### src/rtl/delay_sensor_readout.sv
`default_nettype none
// ============================================================================
//  Module      : delay_sensor_readout
//  Description : Launch/capture controller for an inverter delay-chain sensor;
//                averages 2^N_AVG_LOG2 thermometer-decoded depths per result.
//  Revision    : 1.0  initial release
// ============================================================================
module delay_sensor_readout #(
    parameter int N_TAPS      = 16,
    parameter int N_AVG_LOG2  = 2,
    parameter int CAPTURE_DLY = 1,
    parameter int SETTLE_CYC  = 2,
    parameter int W           = $clog2(N_TAPS + 1)
) (
    input  logic              clk,
    input  logic              rst,
    input  logic              start,
    output logic              launch,
    input  logic [N_TAPS-1:0] taps,
    output logic              busy,
    output logic [W-1:0]      result,
    output logic              result_valid,
    input  logic              result_ready,
    output logic              bubble_err
);

    localparam int AW = W + N_AVG_LOG2;
    localparam int SW = N_AVG_LOG2 + 1;

    localparam logic [2:0] c_st_idle    = 3'd0;
    localparam logic [2:0] c_st_launch  = 3'd1;
    localparam logic [2:0] c_st_wait    = 3'd2;
    localparam logic [2:0] c_st_capture = 3'd3;
    localparam logic [2:0] c_st_eval    = 3'd4;
    localparam logic [2:0] c_st_settle  = 3'd5;
    localparam logic [2:0] c_st_done    = 3'd6;

    localparam logic [3:0]    c_cap_load    = 4'(CAPTURE_DLY - 1);
    localparam logic [3:0]    c_settle_load = 4'(SETTLE_CYC - 1);
    localparam logic [SW-1:0] c_samp_last   = SW'((1 << N_AVG_LOG2) - 1);
    localparam logic [SW-1:0] c_samp_one    = SW'(1);
    localparam logic [W-1:0]  c_depth_one   = W'(1);

    logic [2:0]        r_state;
    logic [2:0]        w_next;
    logic              r_launch;
    logic [3:0]        r_wcnt;
    logic [SW-1:0]     r_samp;
    logic [AW-1:0]     r_acc;
    logic [N_TAPS-1:0] r_cap;
    logic              r_lvl;
    logic [W-1:0]      r_result;
    logic              r_result_valid;
    logic              r_bubble;

    logic [W-1:0]      w_depth;
    logic              w_bubble;
    logic              w_run;
    logic [AW-1:0]     w_acc_sum;

    // Leading run of bits matching the launch level; any later match is a bubble.
    always_comb begin
        w_depth  = '0;
        w_bubble = 1'b0;
        w_run    = 1'b1;
        for (int i = 0; i < N_TAPS; i++) begin
            if (r_cap[i] == r_lvl) begin
                if (w_run) begin
                    w_depth = w_depth + c_depth_one;
                end else begin
                    w_bubble = 1'b1;
                end
            end else begin
                w_run = 1'b0;
            end
        end
    end

    assign w_acc_sum = r_acc + AW'(w_depth);

    always_ff @(posedge clk) begin
        if (rst) begin
            r_state <= c_st_idle;
        end else begin
            r_state <= w_next;
        end
    end

    always_comb begin
        w_next = r_state;
        case (r_state)
            c_st_idle:    if (start) w_next = c_st_launch;
            c_st_launch:  w_next = c_st_wait;
            c_st_wait:    if (r_wcnt == 4'd0) w_next = c_st_capture;
            c_st_capture: w_next = c_st_eval;
            c_st_eval:    w_next = (r_samp == c_samp_last) ? c_st_done : c_st_settle;
            c_st_settle:  if (r_wcnt == 4'd0) w_next = c_st_launch;
            c_st_done:    if (r_result_valid && result_ready) w_next = c_st_idle;
            default:      w_next = c_st_idle;
        endcase
    end

    always_ff @(posedge clk) begin
        if (rst) begin
            r_launch       <= 1'b0;
            r_wcnt         <= '0;
            r_samp         <= '0;
            r_acc          <= '0;
            r_cap          <= '0;
            r_lvl          <= 1'b0;
            r_result       <= '0;
            r_result_valid <= 1'b0;
            r_bubble       <= 1'b0;
        end else begin
            case (r_state)
                c_st_idle: begin
                    r_acc  <= '0;
                    r_samp <= '0;
                    if (start) r_bubble <= 1'b0;
                end
                c_st_launch: begin
                    r_launch <= ~r_launch;
                    r_wcnt   <= c_cap_load;
                end
                c_st_wait: begin
                    if (r_wcnt != 4'd0) r_wcnt <= r_wcnt - 4'd1;
                end
                c_st_capture: begin
                    r_cap <= taps;
                    r_lvl <= r_launch;
                end
                c_st_eval: begin
                    r_acc  <= w_acc_sum;
                    r_samp <= r_samp + c_samp_one;
                    r_wcnt <= c_settle_load;
                    if (w_bubble) r_bubble <= 1'b1;
                    if (r_samp == c_samp_last) begin
                        r_result       <= W'(w_acc_sum >> N_AVG_LOG2);
                        r_result_valid <= 1'b1;
                    end
                end
                c_st_settle: begin
                    if (r_wcnt != 4'd0) r_wcnt <= r_wcnt - 4'd1;
                end
                c_st_done: begin
                    if (result_ready) r_result_valid <= 1'b0;
                end
                default: ;
            endcase
        end
    end

    assign launch       = r_launch;
    assign busy         = (r_state != c_st_idle);
    assign result       = r_result;
    assign result_valid = r_result_valid;
    assign bubble_err   = r_bubble;

endmodule
`default_nettype wire
### config.mk
export PLATFORM = sky130hd
export DESIGN_NAME = delay_sensor_readout
export DESIGN_NICKNAME = d
export VERILOG_FILES = /design/src/rtl/delay_sensor_readout.sv
export SDC_FILE = /design/constraint.sdc
export NUM_CORES = 1
export LEC_CHECK = 0
export CAP_MARGIN = 20
export CORE_ASPECT_RATIO = 0.7
export CORE_MARGIN = 2
export CORE_UTILIZATION = 54
export DETAILED_ROUTE_END_ITERATION = 12
export GPL_TIMING_DRIVEN = 0
export PLACE_DENSITY = 0.87
export SYNTH_ARGS = -nofsm -noshare
export SYNTH_HDL_FRONTEND = slang
export SYNTH_SLANG_ARGS = --single-unit
### constraint.sdc
create_clock -name clk -period 8.38 [get_ports clk]
set_clock_uncertainty 0.05 [all_clocks]
set_input_delay 1.676 -clock clk [delete_from_list [all_inputs] [get_ports clk]]
set_output_delay 1.676 -clock clk [all_outputs]
set_load 0.02 [all_outputs]
# Yosys cells after proc, flatten, opt, wreduce, memory -nomap -nowiden
# Index checks and enable logic that the tools add are counted.
[word_totals]
register_bits = 42
in_bits = 20
output_inout_bits = 9
[classes]
n_addsub = 18
eq_ne = 31
mux = 92
bitwise = 1
reduce_logical = 14
[op_table]
columns = ["operator", "count"]
rows = [
  ["$mux W5", 30],
  ["$add A5 B1 Y5 const B", 15],
  ["$mux W1", 50],
  ["$pmux W3 S7", 1],
  ["$eq A1 B1 Y1", 16],
  ["$ne A2 B2 Y1 const B", 7],
  ["$pmux W7 S2", 1],
  ["$mux W3", 4],
  ["$pmux W4 S3", 1],
  ["$eq A3 B2 Y1 const B", 3],
  ["$eq A3 B3 Y1 const B", 3],
  ["$add A7 B5 Y7", 1],
  ["$pmux W3 S2", 1],
  ["$reduce_and A3 Y1", 2],
  ["$reduce_bool A3 Y1", 2],
  ["$logic_not A4 Y1", 1],
  ["$mux W4", 1],
  ["$pmux W1 S2", 2],
  ["$reduce_and A2 Y1", 2],
  ["$reduce_and A4 Y1", 1],
  ["$reduce_bool A2 Y1", 2],
  ["$reduce_bool A4 Y1", 1],
  ["$sub A4 B1 Y4 const B", 1],
  ["$add A3 B1 Y3 const B", 1],
  ["other kinds (7)", 7],
]

# Longest topological paths before layout
# Gate-level depths: netlist of run 1.
[depth]
word_depth = 49
depth_mapped = 52
ltp_nobuf = 50

# Worst setup path before layout of run 1
# Ideal clock, no wire load.
[synth_timing]
path_kind = "reg-to-reg"
start = "register r_lvl"
end = "register r_acc[6]"
setup_time_ns = 0.128
t_arrival_ns = 8.605
required_ns = 8.202
path_slack_ns = -0.403
stages_incl_launch_ff = 53
n_path_buf = 2
cell_sequence = "dfxtp_1 buf_2 buf_2 clkinv_1 mux2_2 inv_1 ha_1 a21oi_1 nor2_1 ha_1 mux2i_1 a21oi_1 ha_1 mux2_2 ha_1 mux2i_1 nand3_1 o21ai_0 [... 17 more ...] nand2_1 ha_1 nand2_1 nand2_1 nand2_1 nand2_1 ha_1 mux2i_1 o21a_1 fa_1 inv_1 a21oi_1 o21ai_0 a21o_1 nand2_1 xnor2_1 a22oi_1 nor2_1"
[synth_via]
elab_chain_len = 49
word_cells_on_any_way = 79
cone_classes = "add/sub: 16; eq/ne: 16; mux: 47"
[synth_lines]
columns = ["element", "line_no", "source"]
rows = [
  ["from (decl)", "51", "logic r_lvl;"],
  ["from (signal assigned)", "130", "r_lvl <= r_launch;"],
  ["$eq A1 B1 Y1", "67", "if (r_cap[i] == r_lvl) begin"],
  ["$mux W1", "67", ""],
  ["$add A5 B1 Y5", "69", "w_depth = w_depth + c_depth_one;"],
  ["$mux W5", "68", "if (w_run) begin"],
  ["$mux W5", "67", ""],
  ["$add A5 B1 Y5", "69", ""],
  ["$mux W5", "68", ""],
  ["$mux W5", "67", ""],
  ["[... 33 more ...]", "n/a", ""],
  ["$add A5 B1 Y5", "69", ""],
  ["$mux W5", "68", ""],
  ["$mux W5", "67", ""],
  ["$add A5 B1 Y5", "69", ""],
  ["$mux W5", "68", ""],
  ["$mux W5 (*)", "67", ""],
  ["$add A7 B5 Y7 (*)", "79", "assign w_acc_sum = r_acc + AW'(w_depth);"],
  ["$pmux W7 S2 (*)", "115", "case (r_state)"],
  ["to (signal assigned)", "133", "r_acc <= w_acc_sum;"],
  ["to (decl)", "49", "logic [AW-1:0] r_acc;"],
]
# Every way passes the cells marked *; elsewhere a longest branch is shown, timed or not.
# A chain may end at the register's enable or synchronous reset.

# Final worst setup path of run 1
[layout_timing]
start = "register r_lvl"
end = "register r_result[4] (netlist: result[4])"
[layout_via]
elab_chain_len = 48
word_cells_on_any_way = 78
cone_classes = "add/sub: 16; eq/ne: 16; mux: 46"
[layout_lines]
columns = ["element", "line_no", "source"]
rows = [
  ["$eq A1 B1 Y1", "67", ""],
  ["$mux W1", "67", ""],
  ["$add A5 B1 Y5", "69", ""],
  ["$mux W5", "68", ""],
  ["$mux W5", "67", ""],
  ["$add A5 B1 Y5", "69", ""],
  ["$mux W5", "68", ""],
  ["$mux W5", "67", ""],
  ["[... 32 more ...]", "n/a", ""],
  ["$mux W5", "67", ""],
  ["$add A5 B1 Y5", "69", ""],
  ["$mux W5", "68", ""],
  ["$mux W5", "67", ""],
  ["$add A5 B1 Y5", "69", ""],
  ["$mux W5", "68", ""],
  ["$mux W5 (*)", "67", ""],
  ["$add A7 B5 Y7 (*)", "79", ""],
  ["to (signal assigned)", "138", "r_result <= W'(w_acc_sum >> N_AVG_LOG2);"],
  ["to (decl)", "52", "logic [W-1:0] r_result;"],
]
# Marked as above.

==> results of run 1 <==
==> critical path, delay by kind of cell, from the launching register on <==
kind / cells / cell delay, ps
buffers and inverters: 28 / 3450
adder cells (fa/ha/maj): 5 / 1380
AO/OA/AOI/OAI: 6 / 1170
AND/OR/NAND/NOR: 6 / 770
multiplexers: 4 / 760
XOR/XNOR: 4 / 670
flip-flops: 1 / 360
==> Yosys cell counts (3+ instances only) <==
cell type	count
and2_1	4
nand4_1	5
nand2_1	77
mux2_2	5
xnor2_1	21
o311ai_0	3
nand3_1	17
o22ai_1	9
or3_1	13
nor4_1	3
nand2b_1	7
a211oi_1	4
ha_1	21
nor3_1	19
a21o_1	4
clkbuf_1	20
buf_2	7
o21a_1	7
a31oi_1	4
dfxtp_1	42
and3_1	8
inv_1	23
o31ai_1	3
a22oi_1	6
nor2b_1	5
xor2_1	8
o211ai_1	4
mux2i_1	11
nor2_1	44
o21ai_1	3
o21ai_0	28
or2_2	5
a21oi_1	46
a21boi_0	3
==> area by class of cell <==
cell class	instances	area, um^2
repair buffers	75	633
inverters	24	95.1
multi-input cells	444	3070
clock buffers	7	86.3
well taps	94	118
fillers	519	1880
clock inverters	1	5.00
plain buffers	28	136
flip-flops and latches	42	850
==> layout by cell type (no fill, tap or decap), drive strengths merged, types with 21 or more instances in the layout <==
cell           count
ha                21
clkdlybuf4s50     28
a21oi             47
dfxtp             42
nor2              44
buf               55
inv               23
clkbuf            27
o21ai             31
xnor2             21
nand2             77
==> routing by layer <==
| layer | routed length (um) | part of all wire | vias to the layer above |
|---|---|---|---|
| li1 | - | - | 2108 |
| met1 | 5240 | 0.45 | 2076 |
| met2 | 5360 | 0.46 | 214 |
| met3 | 869 | 0.074 | 33 |
| met4 | 206 | 0.018 | 0 |
| met5 | 0 | 0 | - |
==> where the power goes <==
part           internal (mW)  leakage [nW]  switching, mW
Clock                 0.0666        0.0482         0.0731
Sequential             0.209         0.342        0.00979
Combinational          0.979          1.54          0.977
==> kinds of logic after synthesis <==
family                     count (synthesis)
AOI/OAI and AO/OA                        147
xor gates and xnor gates                  31
adders and majority gates                 23
buffers and inverters                     55
DFF                                       42
muxes                                     17
and+or+nand+nor                          226
==> flip-flops by register name, indices dropped and copies added (netlist names) <==
register and count:
result 5, r_lvl 1, r_cap 16, r_state 3
launch 1, result_valid 1, r_wcnt 4, r_acc 7
r_samp 3, bubble_err 1
==> worst min-delay path by stage <==
stage	start	to	slack, ps	cells past startpoint
2_1_floorplan	r_samp[2]	r_samp[2]	380	2
3_3_place_gp	r_samp[2]	r_samp[2]	390	2
3_5_place_dp	r_samp[2]	r_samp[2]	390	2
4_1_cts	r_samp[2]	r_samp[2]	410	2
5_1_grt	r_samp[2]	r_samp[2]	450	2
6_report	r_samp[2]	r_samp[2]	400	2
==> metrics by stage <==
stage                     setup TNS, ps  hold slack, ps
after CTS                          -463             406
final                             -1700             404
after global routing              -4400             451
after detailed placement          -6050             395
after floorplan                       0             382
after global placement            -3460             391
==> repair_timing <==
item / CTS / global route
setup buffers: 46 / 3
pin swaps: 30 / 27
resized for setup: 22 / 22
setup endpoints to repair: 11 / 11
==> metrics.cfg, run 1 <==
[clock_tree]
clk_pin_slew_ps = 80
cts_root_buffer = clkbuf_8
clock_latency_ps = 310
htree_levels = 2
numCtsBuffers = 5
clock_path_buffers = 2
cts.sinks = 42
hold_buffers = 0
tritoncts = done

[yosys]
synth_compound_area_frac = 0.242
netlist_instances = 541
synth_cell_types = 73
synthXorXnorAreaFrac = 0.0770
synth.area.top_cells = dfxtp_1, nand2_1, ha_1, a21oi_1, xnor2_1
synth-simple-area-share = 0.285
yosysTopAreaCellShare = 0.215
synth_top_family_by_area = simple AND/OR/NAND/NOR gates
synth_nets = 583
synth-adder-area-share = 0.0751
syn_avg_cell_area_um2 = 7.24
synth_top_area_cell = dfxtp_1
synth_ff_type = dfxtp_1
synth_area_mm2 = 0.00392
synth_edf_count = 0
ys_ff_latch = 42
async_flop_share = 0
muxShareOfSynthArea = 0.0460
ys_warn_count = 0
yosysSeqAreaShare = 0.215

[timing]
max_slew_margin = 0.351
hold_viol = 0
setup_violations = 6
drv_slew = 0
tightest_slew_ps = 967
fmax_ghz = 0.115
min_period_over_period = 1.04
fin_ws_ps = -351
period_minus_slack_ps = 8730
rsz0062_at_grt = yes

[floorplanning]
die_h_um = 75.3
io_pins = 29
die_w_um = 106
die_area_mm2 = 0.00796
initial_utilization = 0.569
core_mm2 = 0.00688
fp-row-count = 25

[setup_path]
r2r_start = r_lvl
crit_top_cell = buf_4
cp.required_ps = 8510
reg2reg_to = result[4]
endpoint_kind = flop
crit_path_start = r_lvl
cp.arrival_ps = 8860
cpMaxStageDelayCell = ha_1
startpoint_type = flop
r2r_cells = 53
rrSetupSlack_ps = -350
path_class = reg2reg
critPathMaxStageDelay_ps = 370
crit_fanout = 4
cp-endpoint = result[4]

[run_status]
status = complete, but fails checks
violations = negative setup slack

[drt]
drt_iter0_drc = 395
wirelength_um = 11700
drc = 0
wl_per_cell_um = 16.3
ant_nets = 0
drt-vias-per-instance = 6.20
dr.pass1.iters = 5
vias = 4431

[place]
placed_cell_area_mm2 = 0.00436
dp.cells = 663
dp_hpwl_um = 7660
io_buffers = 28
post-place-ws_ps = -876
place.gp.congestion = 0.918

[finish]
final-instance-count-excl-fill = 715
diodes = 0
final_core_util = 0.726
drive_gt1_frac = 0.200
layout.nets = 662
postLayoutCellArea_mm2 = 0.00500
syn2layout_area_growth_pct = 27.6

[global_routing]
grt_pass1_vias = 3956
antenna_found_initial = 0
grt_usage = 0.286
grt_max_degree = 13
use_met1 = 0.385
use_met2 = 0.485
grt_pass1_wl_um = 18400
grt-busiest-layer = met2
use_met3 = 0.0502
overflow = 0

[power_and_ir_drop]
finalPower_mw = 2.31
p_leak_nw = 1.93
ir_drop_uv = 551
power.density_mw_per_mm2 = 463

[hold_path]
hold_path.class = reg2reg

[flow_run]
max_cap_violations = 0

No activity file was read; power rests on OpenSTA's default activity.
==> run 2, diff against run 1 <==
--- a/config.mk
+++ b/config.mk
@@ -8,10 +8,10 @@
 export CAP_MARGIN = 20
 export CORE_ASPECT_RATIO = 0.7
 export CORE_MARGIN = 2
-export CORE_UTILIZATION = 54
+export CORE_UTILIZATION = 65
 export DETAILED_ROUTE_END_ITERATION = 12
 export GPL_TIMING_DRIVEN = 0
-export PLACE_DENSITY = 0.87
+export PLACE_DENSITY = 0.95
 export SYNTH_ARGS = -nofsm -noshare
 export SYNTH_HDL_FRONTEND = slang
 export SYNTH_SLANG_ARGS = --single-unit
==> constraint.sdc (replaced) <==
create_clock -name clk -period 10.25 [get_ports clk]
set_clock_uncertainty 0.05 [all_clocks]
set_input_delay 2.05 -clock clk [delete_from_list [all_inputs] [get_ports clk]]
set_output_delay 2.05 -clock clk [all_outputs]
set_load 0.02 [all_outputs]
==> metrics.cfg, run 2 (same netlist as run 1, synthesis figures left out) <==
[run_status]
status = completed  ; was complete, but fails checks

[setup_path]
endpoint_kind = flop  ; unchanged
path_class = reg2reg  ; unchanged
path_delay_family = adder cells  ; was buffers and inverters
critPathMaxStageDelay_ps = 350  ; was 370 ps
cpMaxStageDelayCell = ha_1  ; unchanged
cp.arrival_ps = 9750  ; was 8860 ps
cp.required_ps = 10360  ; was 8510 ps
crit_top_cell = ha_1  ; was buf_4
startpoint_type = flop  ; unchanged
crit_fanout = 10  ; was 4
crit_buf_inv = 4  ; was 28

[place]
post-place-ws_ps = 302  ; was -876 ps
place.gp.congestion = 0.967  ; was 0.918
dp.cells = 644  ; was 663
placed_cell_area_mm2 = 0.00429  ; was 0.00436 mm^2
io_buffers = 28  ; unchanged
dp_hpwl_um = 7810  ; was 7660 um

[timing]
min_period_over_period = 0.941  ; was 1.04
setup_violations = 0  ; was 6
period_minus_slack_ps = 9640  ; was 8730 ps
hold_viol = 0  ; unchanged
max_slew_margin = 0.312  ; was 0.351
tightest_slew_ps = 1020  ; was 967 ps
fin_ws_ps = 610  ; was -351 ps
fmax_ghz = 0.104  ; was 0.115 GHz
drv_slew = 0  ; unchanged

[power_and_ir_drop]
p_leak_nw = 1.74  ; was 1.93 nW
internal-power_uw = 824  ; was 1.25 mW
finalPower_mw = 1.55  ; was 2.31 mW
clockPowerShare = 0.103  ; was 0.060
seqPwrFrac = 0.116  ; was 0.095
p_sw_uw = 727  ; was 1.06 mW
swShare = 0.469  ; was 0.458
ir_drop_uv = 186  ; was 551 uV
power.density_mw_per_mm2 = 344  ; was 463 mW/mm^2
power_frac_comb = 0.781  ; was 0.845

[drt]
wl_met2_um = 5060  ; was 5360 um
drt-met1-wl_um = 4810  ; was 5240 um
drc = 0  ; unchanged
vias = 4262  ; was 4431
wl_met3_um = 898  ; was 869 um
top_layer = met4  ; unchanged
wirelength_um = 11000  ; was 11700 um
drt-vias-per-instance = 6.49  ; was 6.20
wl_per_cell_um = 16.7  ; was 16.3 um
ant_nets = 0  ; unchanged
drt_iter0_drc = 511  ; was 395
dr.pass1.iters = 5  ; unchanged

[floorplanning]
fp-row-count = 23  ; was 25
initial_utilization = 0.677  ; was 0.569
die_w_um = 96.8  ; was 106 um
core_mm2 = 0.00578  ; was 0.00688 mm^2
die_area_mm2 = 0.00667  ; was 0.00796 mm^2
io_pins = 29  ; unchanged
die_h_um = 68.9  ; was 75.3 um

[global_routing]
grt_pass1_wl_um = 17600  ; was 18400 um
grt_max_degree = 15  ; was 13
grt_pass1_vias = 3798  ; was 3956
grt_usage = 0.320  ; was 0.286
overflow = 0  ; unchanged
antenna_found_initial = 0  ; unchanged

[clock_tree]
hold_buffers = 0  ; unchanged
clock_path_buffers = 2  ; unchanged
clock_latency_ps = 290  ; was 310 ps
numCtsBuffers = 5  ; unchanged
htree_levels = 2  ; unchanged
cts.sinks = 42  ; unchanged
clk_pin_slew_ps = 90  ; was 80 ps
cts_root_buffer = clkbuf_8  ; unchanged
tritoncts = done  ; unchanged

[finish]
final-instance-count-excl-fill = 657  ; was 715
final_core_util = 0.779  ; was 0.726
largest_reg_flops = 16  ; unchanged
layout_commonest_cell = nand2_1  ; unchanged
syn2layout_area_growth_pct = 15.1  ; was 27.6%
diodes = 0  ; unchanged
fillers = 403  ; was 519
largest_register = r_cap  ; unchanged
postLayoutCellArea_mm2 = 0.00451  ; was 0.00500 mm^2
drive_gt1_frac = 0.0928  ; was 0.200
final_cell_mix = nand2_1, nor2_1, a21oi_1, dfxtp_1, clkdlybuf4s50_1  ; was nand2_1, buf_4, nor2_1, a21oi_1, dfxtp_1
layout.nets = 623  ; was 662

[hold_path]
hold_path.class = reg2reg  ; unchanged

[flow_run]
max_cap_violations = 0  ; unchanged

run 2: changes by cell type in the layout (fill, tap and decap cells not counted), moves of 3 or more:
cell     before  now
buf_4        47    6
ha_1         14   21
ha_4          7    0
nand2_1      70   77
nand2_2       7    0
dfxtp_1      39   42
o21ai_0      21   24
run 2: power groups by stage:
stage | clock, mW | sequential, mW | combinational, mW
final | 0.159 | 0.180 | 1.21
after global routing | 0.166 | 0.181 | 1.35
after CTS | 0.159 | 0.179 | 1.14
after detailed placement | 0 | 0.183 | 1.13
after global placement | 0 | 0.182 | 1.08
after floorplan | 0 | 0.182 | 0.936
run 2: layout make-up:
| cell class | instances | area, um^2 | area share |
|---|---|---|---|
| Tap cell | 75 | 93.8 | 0.0208 |
| Timing Repair Buffer | 33 | 318 | 0.0705 |
| Buffer | 31 | 146 | 0.0325 |
| Multi-Input combinational cell | 444 | 2880 | 0.638 |
| Sequential cell | 42 | 841 | 0.187 |
| Clock inverter | 3 | 68.8 | 0.0153 |
| Inverter | 24 | 93.8 | 0.0208 |
| Clock buffer | 5 | 68.8 | 0.0153 |
run 2: what timing repair did:
action | CTS | global route
endpoints found under the setup margin | 0 | 8
endpoints found under the hold margin | 0 | 0
buffers inserted | 0 | 5
resized for setup | 0 | 15
run 2: stage by stage:
step	setup TNS [ps]	hold WS [ps]
5_1_grt	-37.7	451
3_5_place_dp	0	409
4_1_cts	0	421
2_1_floorplan	0	382
3_3_place_gp	0	388
6_report	0	416
run 2: worst min-delay path: cells and delay by family, from the launching register on:
family | cells | cell delay (ps)
AOI/OAI and AO/OA | 1 | 50
and+or+nand+nor | 1 | 50
DFF | 1 | 320
run 2: final timing paths:
check	start	to	slack (ps)	cells past startpoint
worst max-delay path	r_lvl	r_acc[6]	610	52
worst min-delay path	r_samp[2]	r_samp[2]	420	2
worst max register to register	r_lvl	r_acc[6]	610	52
worst min register to register	r_samp[2]	r_samp[2]	420	2
run 2: layer usage:
layer,global-route usage,vias to the layer above
met5,0,-
met4,0.0616,0
met3,0.0484,32
met2,0.556,256
met1,0.434,1945
li1,-,2029
==> run 3, diff against run 2 <==
--- a/config.mk
+++ b/config.mk
@@ -12,6 +12,7 @@
 export DETAILED_ROUTE_END_ITERATION = 12
 export GPL_TIMING_DRIVEN = 0
 export PLACE_DENSITY = 0.95
+export SETUP_SLACK_MARGIN = 0.5
 export SYNTH_ARGS = -nofsm -noshare
 export SYNTH_HDL_FRONTEND = slang
 export SYNTH_SLANG_ARGS = --single-unit
==> metrics.cfg, run 3 (same netlist as run 1, synthesis figures left out) <==
[setup_path]
path_class = reg2reg  ; unchanged
startpoint_type = flop  ; unchanged
crit_fanout = 10  ; unchanged
cpMaxStageDelayCell = ha_1  ; unchanged
cp.arrival_ps = 9490  ; was 9750 ps
cp.required_ps = 10370  ; was 10360 ps
critPathMaxStageDelay_ps = 350  ; about the same
endpoint_kind = flop  ; unchanged
crit_top_cell = nand2_1  ; was ha_1

[finish]
largest_register = r_cap  ; unchanged
diodes = 0  ; unchanged
final_core_util = 0.799  ; was 0.779
largest_reg_flops = 16  ; unchanged
final_cell_mix = nand2_1, nor2_1, a21oi_1, dfxtp_1, clkdlybuf4s50_1  ; unchanged
layout.nets = 626  ; was 623
syn2layout_area_growth_pct = 18.0  ; was 15.1%
layout_commonest_cell = nand2_1  ; unchanged
drive_gt1_frac = 0.118  ; was 0.0928

[place]
dp_hpwl_um = 7810  ; unchanged
io_buffers = 28  ; unchanged
place.gp.congestion = 0.967  ; unchanged

[global_routing]
grt_pass1_vias = 3802  ; was 3798
overflow = 0  ; unchanged
grt_usage = 0.320  ; about the same
grt_pass1_wl_um = 17600  ; about the same
use_met3 = 0.0484  ; unchanged
use_met1 = 0.434  ; about the same
grt_max_degree = 15  ; unchanged
grt-busiest-layer = met2  ; unchanged
use_met2 = 0.556  ; unchanged
antenna_found_initial = 0  ; unchanged

[drt]
wl_per_cell_um = 17.6  ; was 16.7 um
ant_nets = 0  ; unchanged
drt_iter0_drc = 643  ; was 511
vias = 4367  ; was 4262
dr.pass1.iters = 5  ; unchanged
drc = 0  ; unchanged
wirelength_um = 11600  ; was 11000 um
drt-vias-per-instance = 6.62  ; was 6.49

[timing]
drv_slew = 0  ; unchanged
hold_viol = 0  ; unchanged
rsz0062_at_grt = no
setup_violations = 0  ; unchanged
period_minus_slack_ps = 9370  ; was 9640 ps
fmax_ghz = 0.107  ; was 0.104 GHz
tightest_slew_ps = 999  ; was 1020 ps
max_slew_margin = 0.329  ; was 0.312
min_period_over_period = 0.914  ; was 0.941
finalSetupTns_ps = 0  ; unchanged

[run_status]
status = completed  ; unchanged

[flow_run]
max_cap_violations = 0  ; unchanged

[floorplanning]
initial_utilization = 0.677  ; unchanged
fp-row-count = 23  ; unchanged
die_area_mm2 = 0.00667  ; unchanged
io_pins = 29  ; unchanged
core_mm2 = 0.00578  ; unchanged
die_h_um = 68.9  ; unchanged
die_w_um = 96.8  ; unchanged

[power_and_ir_drop]
ir_drop_uv = 182  ; was 186 uV
internal-power_uw = 876  ; was 824 uW
swShare = 0.469  ; about the same
clockPowerShare = 0.097  ; was 0.103
p_sw_uw = 773  ; was 727 uW
power.density_mw_per_mm2 = 357  ; was 344 mW/mm^2
seqPwrFrac = 0.109  ; was 0.116
power_frac_comb = 0.794  ; was 0.781
p_leak_nw = 1.76  ; was 1.74 nW

[clock_tree]
clock_latency_ps = 300  ; was 290 ps
hold_buffers = 0  ; unchanged
cts_root_buffer = clkbuf_8  ; unchanged
htree_levels = 2  ; unchanged
numCtsBuffers = 5  ; unchanged
tritoncts = done  ; unchanged
clock_path_buffers = 2  ; unchanged
cts.sinks = 42  ; unchanged
clk_pin_slew_ps = 90  ; about the same

[hold_path]
hold_path.class = reg2reg  ; unchanged

run 3: changes by cell type in the layout (fill, tap and decap cells not counted), sizes merged:
cell | previous run | this run
buf | 15 | 18
clkinvlp | 1 | 0
inv | 23 | 24
run 3: metal layers:
| layer | wire (um) | up-vias |
|---|---|---|
| met5 | 0 | - |
| met1 | 5010 | 2018 |
| met3 | 964 | 46 |
| met4 | 244 | 0 |
| met2 | 5380 | 273 |
| li1 | - | 2030 |
run 3: final timing paths:
check                                from        end  slack [ps]  depth (start not counted)
worst max-delay path                r_lvl  result[4]         880                         52
worst max register to register      r_lvl  result[4]         880                         52
worst min register to register  r_samp[2]  r_samp[2]         420                          2
worst min-delay path            r_samp[2]  r_samp[2]         420                          2
run 3: stage by stage:
stage | hold WS [ps] | setup slack [ps] | instances | cell area (um^2) | total power [mW]
floorplan | 382 | 1470 | 541 | 3920 | 1.12
global placement | 388 | 570 | 644 | 4290 | 1.26
detailed placement | 409 | 302 | 644 | 4290 | 1.31
CTS | 421 | 502 | 652 | 4430 | 1.48
global route | 451 | 299 | 660 | 4620 | 1.79
finish | 418 | 883 | 660 | 4620 | 1.65
run 3: worst max-delay path: cells and delay by family (launching register included):
kind                     cells  cell delay, ps
buffers and inverters        4             570
adder cells (fa/ha/maj)     12            3400
XOR/XNOR                     3             450
AND/OR/NAND/NOR             16            1610
flip-flops                   1             310
AO/OA/AOI/OAI               12            1860
multiplexers                 5            1000
run 3: cell type report:
type	instances	area [um^2]
fill	369	1160
inverter	24	92.6
multi-input combinational	444	2960
tap	75	93.8
timing repair buffer	36	340
sequential	42	841
clock inverter	3	68.8
clock buffer	5	68.8
buffer	31	155
run 3: power groups by stage:
stage	registers, mW	logic [mW]	clock network (mW)
floorplan	0.182	0.936	0
global placement	0.182	1.08	0
detailed placement	0.183	1.13	0
CTS	0.179	1.15	0.159
global route	0.181	1.44	0.166
finish	0.180	1.31	0.161
run 3: repair_timing:
item	in CTS	in global routing
resized for setup	3	32
endpoints found under the hold margin	0	0
buffers inserted	0	8
setup endpoints to repair	6	11
pin swaps	0	15
